`src/rtl/hello_pkg.sv`:
```
// Shared definitions for the HELLO sequencer: state encoding, segment codes
// and the select-advance helper used by the controller.
package hello_pkg;

  typedef enum logic [1:0] {
    ST_IDLE = 2'd0,
    ST_RUN  = 2'd1,
    ST_HOLD = 2'd2,
    ST_DONE = 2'd3
  } state_t;

  // Active-low 7-segment codes for the letters of "HELLO"
  localparam logic [7:0] SEG_H   = 8'h89;
  localparam logic [7:0] SEG_E   = 8'h86;
  localparam logic [7:0] SEG_L   = 8'hC7;
  localparam logic [7:0] SEG_O   = 8'hC0;
  localparam logic [7:0] SEG_OFF = 8'hFF;

  localparam logic [2:0] SEL_LAST = 3'd4;

  function automatic logic [2:0] sel_adv(input logic [2:0] sel);
    return (sel >= SEL_LAST) ? 3'd0 : sel + 3'd1;
  endfunction

endpackage

```
`src/rtl/hello_seg_dec.sv`:
```
// Purely combinational decode of the 3-bit letter select to an active-low
// 7-segment pattern; unused codes blank the display.
module hello_seg_dec
  import hello_pkg::*;
(
  input  logic [2:0] sel,
  output logic [7:0] seg
);

  always_comb begin
    seg = SEG_OFF;
    case (sel)
      3'd0:    seg = SEG_H;
      3'd1:    seg = SEG_E;
      3'd2:    seg = SEG_L;
      3'd3:    seg = SEG_L;
      3'd4:    seg = SEG_O;
      default: seg = SEG_OFF;
    endcase
  end

endmodule

```
`src/rtl/hello_seq_ctrl.sv`:
```
// Steps a 5:1 letter select through H-E-L-L-O at a prescaled rate, with
// pause/single-step and loop or one-shot operation.
module hello_seq_ctrl
  import hello_pkg::*;
#(
  parameter int unsigned TICK_DIV = 50_000_000
) (
  input  logic       CLOCK_50,
  input  logic       RESET_N,
  input  logic       RUN,
  input  logic       MODE,
  input  logic       STEP,
  output logic [2:0] SEL,
  output logic [7:0] HEX0,
  output logic       BUSY,
  output logic       DONE
);

  localparam int CW = $clog2(TICK_DIV);
  localparam logic [CW-1:0] CNT_LAST = CW'(TICK_DIV - 1);

  state_t        state, state_n;
  logic [CW-1:0] cnt, cnt_n;
  logic [2:0]    sel_n;
  logic          mode_q, mode_n;
  logic          step_q;
  logic          step_rise;
  logic          last_step;
  logic [7:0]    seg_raw;

  always_ff @(posedge CLOCK_50 or negedge RESET_N) begin
    if (!RESET_N) begin
      state  <= ST_IDLE;
      cnt    <= '0;
      SEL    <= '0;
      mode_q <= 1'b0;
      step_q <= 1'b0;
      BUSY   <= 1'b0;
      DONE   <= 1'b0;
    end else begin
      state  <= state_n;
      cnt    <= cnt_n;
      SEL    <= sel_n;
      mode_q <= mode_n;
      step_q <= STEP;
      BUSY   <= (state_n == ST_RUN) || (state_n == ST_HOLD);
      DONE   <= (state_n == ST_DONE);
    end
  end

  // A one-shot run ends when a step is due while showing the final letter
  always_comb begin
    state_n   = state;
    cnt_n     = cnt;
    sel_n     = SEL;
    mode_n    = mode_q;
    step_rise = STEP && !step_q;
    last_step = (SEL == SEL_LAST) && mode_q;
    case (state)
      ST_IDLE: begin
        if (RUN) begin
          state_n = ST_RUN;
          cnt_n   = '0;
          sel_n   = '0;
          mode_n  = MODE;
        end
      end
      ST_RUN: begin
        if (cnt == CNT_LAST) begin
          cnt_n = '0;
          if (last_step) begin
            state_n = ST_DONE;
          end else begin
            sel_n = sel_adv(SEL);
            if (!RUN) state_n = ST_HOLD;
          end
        end else if (RUN) begin
          cnt_n = cnt + CW'(1);
        end else begin
          state_n = ST_HOLD;
        end
      end
      ST_HOLD: begin
        if (RUN) begin
          state_n = ST_RUN;
        end else if (step_rise) begin
          if (last_step) state_n = ST_DONE;
          else           sel_n   = sel_adv(SEL);
        end
      end
      ST_DONE: begin
        if (!RUN) state_n = ST_IDLE;
      end
      default: state_n = ST_IDLE;
    endcase
  end

  hello_seg_dec u_seg_dec (
    .sel (SEL),
    .seg (seg_raw)
  );

  assign HEX0 = (state == ST_IDLE) ? SEG_OFF : seg_raw;

endmodule

```
`config.mk`:
```
export PLATFORM = sky130hd
export DESIGN_NAME = hello_seq_ctrl
export DESIGN_NICKNAME = d
export VERILOG_FILES = /design/src/rtl/hello_pkg.sv /design/src/rtl/hello_seg_dec.sv /design/src/rtl/hello_seq_ctrl.sv
export SDC_FILE = /design/constraint.sdc
export NUM_CORES = 1
export LEC_CHECK = 0
export CORE_MARGIN = 2
export CORE_UTILIZATION = 58
export DETAILED_ROUTE_END_ITERATION = 6
export PLACE_DENSITY = 0.84
export SYNTH_ARGS = -nofsm -noshare
export SYNTH_HDL_FRONTEND = slang
export SYNTH_HIERARCHICAL = 1
export SYNTH_SLANG_ARGS = --single-unit
```
`constraint.sdc`:
```
create_clock -name CLOCK_50 -period 3.2 [get_ports CLOCK_50]
set_clock_uncertainty 0.1 [all_clocks]
set_input_delay 0.8 -clock CLOCK_50 [delete_from_list [all_inputs] [get_ports CLOCK_50]]
set_output_delay 0.8 -clock CLOCK_50 [all_outputs]
set_load 0.01 [all_outputs]
```
Word-level counts from Yosys, hierarchy flattened
Index checks and enable logic that the tools add are counted.
{ "classes": {"n_addsub": 2, "order_cmp": 1, "eq_ne": 16, "muxes": 22, "n_reduce_logical": 12} }
{ "op_table": {"columns": ["op", "n"], "rows": [
  ["26-bit two-way mux", 3],
  ["26-bit one-hot mux with 2 select lines", 1],
  ["7-bit one-hot mux with 4 select lines", 1],
  ["26-bit by 1-bit adder with 26-bit output, second input constant", 1],
  ["26-bit equality test, second input constant", 1],
  ["3-bit two-way mux", 6],
  ["2-bit two-way mux", 8],
  ["3-bit one-hot mux with 3 select lines", 1],
  ["2-bit equality test, second input constant", 4],
  ["8-bit two-way mux", 1],
  ["2-bit inequality test, second input constant", 4],
  ["2-bit one-hot mux with 4 select lines", 1],
  ["3-bit by 2-bit equality test with 1-bit output, second input constant", 2],
  ["5-bit AND reduction", 1],
  ["2-bit by 1-bit equality test with 1-bit output, second input constant", 2],
  ["3-bit by 1-bit adder with 3-bit output, second input constant", 1],
  ["3-bit by 1-bit equality test with 1-bit output, second input constant", 1],
  ["3-bit equality test, second input constant", 1],
  ["3-bit greater-or-equal comparator, second input constant", 1],
  ["3-bit zero test", 1],
  ["3-bit inequality test, second input constant", 1],
  ["3-bit AND reduction", 1],
  ["3-bit nonzero test", 1],
  ["1-bit logical AND", 2],
  ["other kinds (6)", 6]
]} }
{ "word_totals": {"regBits": 35, "in_bits": 5, "out_inout_bits": 13, "elab_cells": 60} }

Logic depth before layout (Yosys ltp)
{ "depth": {"word_depth": 8, "ltp_mapped": 10} }

By module
The synthesis kept the hierarchy.
{ "by_module_without_submodules": {"columns": ["mod", "n_inst", "cells_per_inst", "area_each_um2", "seq_area_each_um2"], "rows": [
  ["hello_seq_ctrl", 1, 238, 2113.3, 875.8],
  ["hello_seg_dec", 1, 10, 73.8, 0.0]
]} }

Least setup slack after synthesis
OpenSTA, ideal clock, no wires.
{ "synth_path": {"path_kind": "flip-flop to flip-flop", "from": "register cnt[0]", "to": "register cnt[17]", "setup_time_ns": 0.078, "arrival_time_ns": 2.369, "slack_ns": 0.653, "stages_incl_launch_ff": 8, "n_path_buf": 1, "cell_sequence": "dfrtp_1 -> ha_1 -> nand4_1 -> or4_1 -> o31a_1 -> buf_6 -> or4_1 -> a21oi_1"} }
{ "synth_via": {"elab_chain_cells": 4, "word_cells_on_any_way": 7, "classes_between": "1 x add/sub; 2 x eq/ne; 3 x mux; 1 x reduce/logical"} }
{ "synth_lines": {"columns": ["item", "line", "rtl"], "rows": [
  ["start, declared", "hello_seq_ctrl.sv:23", "logic [CW-1:0] cnt, cnt_n;"],
  ["start signal, assigned", "hello_seq_ctrl.sv:42", "cnt <= cnt_n;"],
  ["26-bit by 1-bit adder with 26-bit output", "hello_seq_ctrl.sv:78", "cnt_n = cnt + CW'(1);"],
  ["26-bit two-way mux", "hello_seq_ctrl.sv:77", "end else if (RUN) begin"],
  ["26-bit two-way mux", "hello_seq_ctrl.sv:69", "if (cnt == CNT_LAST) begin"],
  ["26-bit one-hot mux with 2 select lines", "hello_seq_ctrl.sv:59", "case (state)"]
]} }
Several ways; a longest one is shown, not always the timed one. The select of a mux whose other input is x is not followed.
A chain may end at the register's enable or synchronous reset.

Final worst setup path
{ "layout_path": {"from": "register state[0]", "to": "output port HEX0[3]"} }
{ "layout_via": {"elab_chain_cells": 2} }
{ "layout_lines": {"columns": ["item", "line", "rtl"], "rows": [
  ["start, declared", "hello_seq_ctrl.sv:22", "state_t state, state_n;"],
  ["start signal, assigned", "hello_seq_ctrl.sv:41", "state <= state_n;"],
  ["2-bit zero test", "hello_seq_ctrl.sv:103", "assign HEX0 = (state == ST_IDLE) ? SEG_OFF : seg_raw;"],
  ["8-bit two-way mux", "hello_seq_ctrl.sv:103", null],
  ["end, declared", "hello_seq_ctrl.sv:14", "output logic [7:0] HEX0,"]
]} }
Every way passes these cells.

==> metrics.log <==
INFO  metric worstSetupStartpoint = state[0]
INFO  metric synth-seq-cells = 35
INFO  metric tritoncts_buffers = 5
INFO  metric power-per-cell-area = 726 nW/um2
INFO  metric setup_total_negative_slack = 0 ns
INFO  metric preCtsSetupSlack = 0.342 ns
INFO  metric synthDominantAreaCellType = dfrtp_1
INFO  metric grt_overflow = 0
INFO  metric place.detailed.hpwl = ~3300 um
INFO  metric p_total = 1.82 mW
INFO  metric slew_violations = 0
INFO  metric fin_util = 0.690
INFO  metric synth_xor_area_frac = 0.00801
INFO  metric finalHoldViolCount = 0
INFO  metric synth_compound_gate_area_share = 0.170
INFO  metric routed_wirelength = between 4000 and 5000 um
INFO  metric clock_latency = 0.29 ns
INFO  metric drcViolationCount = 0
INFO  metric grt_first_pass_wirelength = slightly above 8000 um
INFO  metric required = between 2 and 2.5 ns
INFO  metric seq_area_frac_synth = 0.400
INFO  metric route.detailed.vias_per_inst = 6.34
INFO  metric criticalPathCategory = flip-flop to primary output
INFO  metric num_rows = 22
INFO  metric syn_area = 2190 um2
INFO  metric synth_cell_type_count = between 40 and 50
INFO  metric grt_setup_unrepaired = no
INFO  metric finished_layout_cells = 313
INFO  metric ir_drop = 0.000385 V
INFO  metric htreeDepth = 2
INFO  metric endpoint_kind = primary output
INFO  metric largest_net_degree_at_the_start_of_global_routing = 36
INFO  metric tritoncts = built
INFO  metric fin_ws = 0.303 ns
INFO  metric placed_cells = 305
INFO  metric p_leak = 0.997 nW
INFO  metric num_vias = 1,984
INFO  metric post_synth_and_or_nand_nor_area_fraction = 0.297
INFO  metric synth_async_sr_flop_share = 1.00
INFO  metric timing.fmax = 0.345 GHz
INFO  metric dieWidth = 65.4 um
INFO  metric synth_top_flop_cell = dfrtp_1
INFO  metric placement.io_buffers = 16
INFO  metric cts_hold_buf = 0
INFO  metric synth_fa_ha_area_frac = 0.0458
INFO  metric min_from = mode_q
INFO  metric grt_pass1_vias = 1,807
INFO  metric worst_ep_arrival_time = 2.00 ns
INFO  metric number_of_enable_type_register_cells_in_the_synthesized_netlist = 0
INFO  metric clk_transition_reported_paths = around 0.070 ns
INFO  metric area.growth.synth_to_final = 14.6%
INFO  metric floorplan.io_pins = 18
INFO  metric core_area = about 3600 um2
INFO  metric stdcell_area = 2510 um2
INFO  metric syn_avg_cell_area = 8.82 um2
INFO  metric cts_buffer_depth = 2
INFO  metric outcome = completed
INFO  metric post_drt_wl_per_cell = 14.9 um
INFO  metric critical_path.n_buffers_inverters = 3
INFO  metric antenna-diode-count = 0
INFO  metric initial_utilization = 0.602
INFO  metric timing.slew.headroom = 0.440
INFO  metric initial_antenna_violation_count = 0
INFO  metric yosys-top-cells-area = dfrtp_1, a21oi_1, ha_1
INFO  metric synthMuxAreaShare = 0.0286
INFO  metric worstPathCellList = inv_1 -> ha_1 -> buf_4 -> or2_2 -> clkdlybuf4s50_1
INFO  metric final_period_minus_worst_setup_slack = 2.90 ns
INFO  metric drt_iter0_markers = 94
INFO  metric synth.net_count = about 260
INFO  metric hold_path_class = flip-flop to flip-flop
INFO  metric max-cap-violations = 0
INFO  metric clock_sink_count = 35
INFO  metric worstPathMaxFanout = 14
INFO  metric die_area = 4280 um2
INFO  metric netlist_instances = 248
INFO  metric setup-violations-final = 0
INFO  metric drtAntennaViolNets = 0
INFO  metric regToRegStartpoint = cnt[0]
INFO  metric fin_nets = 277
INFO  metric hold_ws = slightly above 0.4 ns
INFO  metric largest_family_of_logic_cells_by_synthesized_area = simple AND/OR/NAND/NOR gates
INFO  metric critical-path-slowest-cell = clkdlybuf4s50_1
INFO  metric ratio_of_cells_with_drive_above_1_in_the_final_layout = 0.121
INFO  metric critical-path-max-stage-delay = approximately 0.48 ns
INFO  metric fin_crit_sh = 0.905
INFO  metric dpl-instance-area = 2390 um2
INFO  metric yosys_warnings = 6
INFO  metric die_h = roughly 65 um
INFO  metric post_cts_resized = 0
INFO  metric number_of_buffers_inserted_to_repair_setup_after_cts = 0
INFO  metric routabilityCongestion = between 0.9 and 1
INFO  metric start_kind = flip-flop
INFO  metric critPathTopFamily = buffers and inverters
INFO  metric clk_root_buffer_cell = clkbuf_8
INFO  metric worst-slew-pin-transition = 0.840 ns
INFO  metric synth_largest_type_area_fraction = 0.400
INFO  metric drt_pass1_iterations = 4
INFO  metric grt_util_all_layers = 0.242
## cell families after synthesis
kind of cell,after synthesis
AO/OA/AOI/OAI,64
XOR/XNOR,2
adder cells (fa/ha/maj),8
buffers and inverters,23
flip-flops,35
multiplexers,6
other,1
AND/OR/NAND/NOR,109
## area by class of cell
class | instances | area (um2)
clock buffer | 6 | 82.6
clock inverter | 2 | 35.0
fill | 306 | 1130
inverter | 9 | 33.8
multi-input combinational | 190 | 1210
sequential | 35 | 876
tap | 48 | 60.1
timing repair buffer | 23 | 213
## synthesized netlist by cell type (2+ instances only)
master / instances
ha_1: 8
a31oi_1: 2
nor4_1: 3
o21ai_0: 18
nor2_1: 7
inv_1: 9
buf_4: 3
o31a_1: 2
nand2b_1: 4
or2_2: 12
and3_1: 5
nand2_1: 14
or3_1: 14
o31ai_1: 8
mux2i_1: 4
and2_1: 3
dfrtp_1: 35
a21oi_1: 27
nand4_1: 10
nand4bb_1: 2
nand3b_1: 2
or4_1: 9
clkbuf_1: 9
nand3_1: 15
nor3_1: 3
mux2_2: 2
## routing by layer
metal | wire, um | GRT usage
met5 | 0 | 0
met4 | 82 | 0.0807
met3 | 225 | 0.0548
met2 | 2240 | 0.403
met1 | 2120 | 0.313
## sequential cells by signal (all words and copies together) (netlist names)
| signal | cells |
|---|---|
| cnt | 26 |
| SEL | 3 |
| state | 2 |
| BUSY | 1 |
| DONE | 1 |
| mode_q | 1 |
| step_q | 1 |
## final timing paths
kind	end	slack [ns]	depth (start not counted)
max in group asynchronous	cnt[22]	1.86	2
max	HEX0[3]	0.30	5
min reg2reg	mode_q	0.41	1
min in group asynchronous	cnt[2]	0.82	2
min	mode_q	0.41	1
max reg2reg	cnt[15]	0.34	6
## cells in the final DEF, fill, tap and decap left out, types with 9 or more instances in the layout
master	count
inv_1	9
dfrtp_1	35
nand4_1	10
nand3_1	15
or2_2	12
or4_1	9
o21ai_0	18
clkdlybuf4s50_1	16
nand2_1	14
or3_1	14
a21oi_1	27
## report_power, final
group	leakage [nW]	switching, mW	internal, mW	total [mW]
Sequential	0.474	0.0532	0.501	0.554
Combinational	0.462	0.458	0.399	0.857
Clock	0.0612	0.156	0.252	0.408
Total	0.997	0.667	1.15	1.82
(Power assumes the default switching activity.)
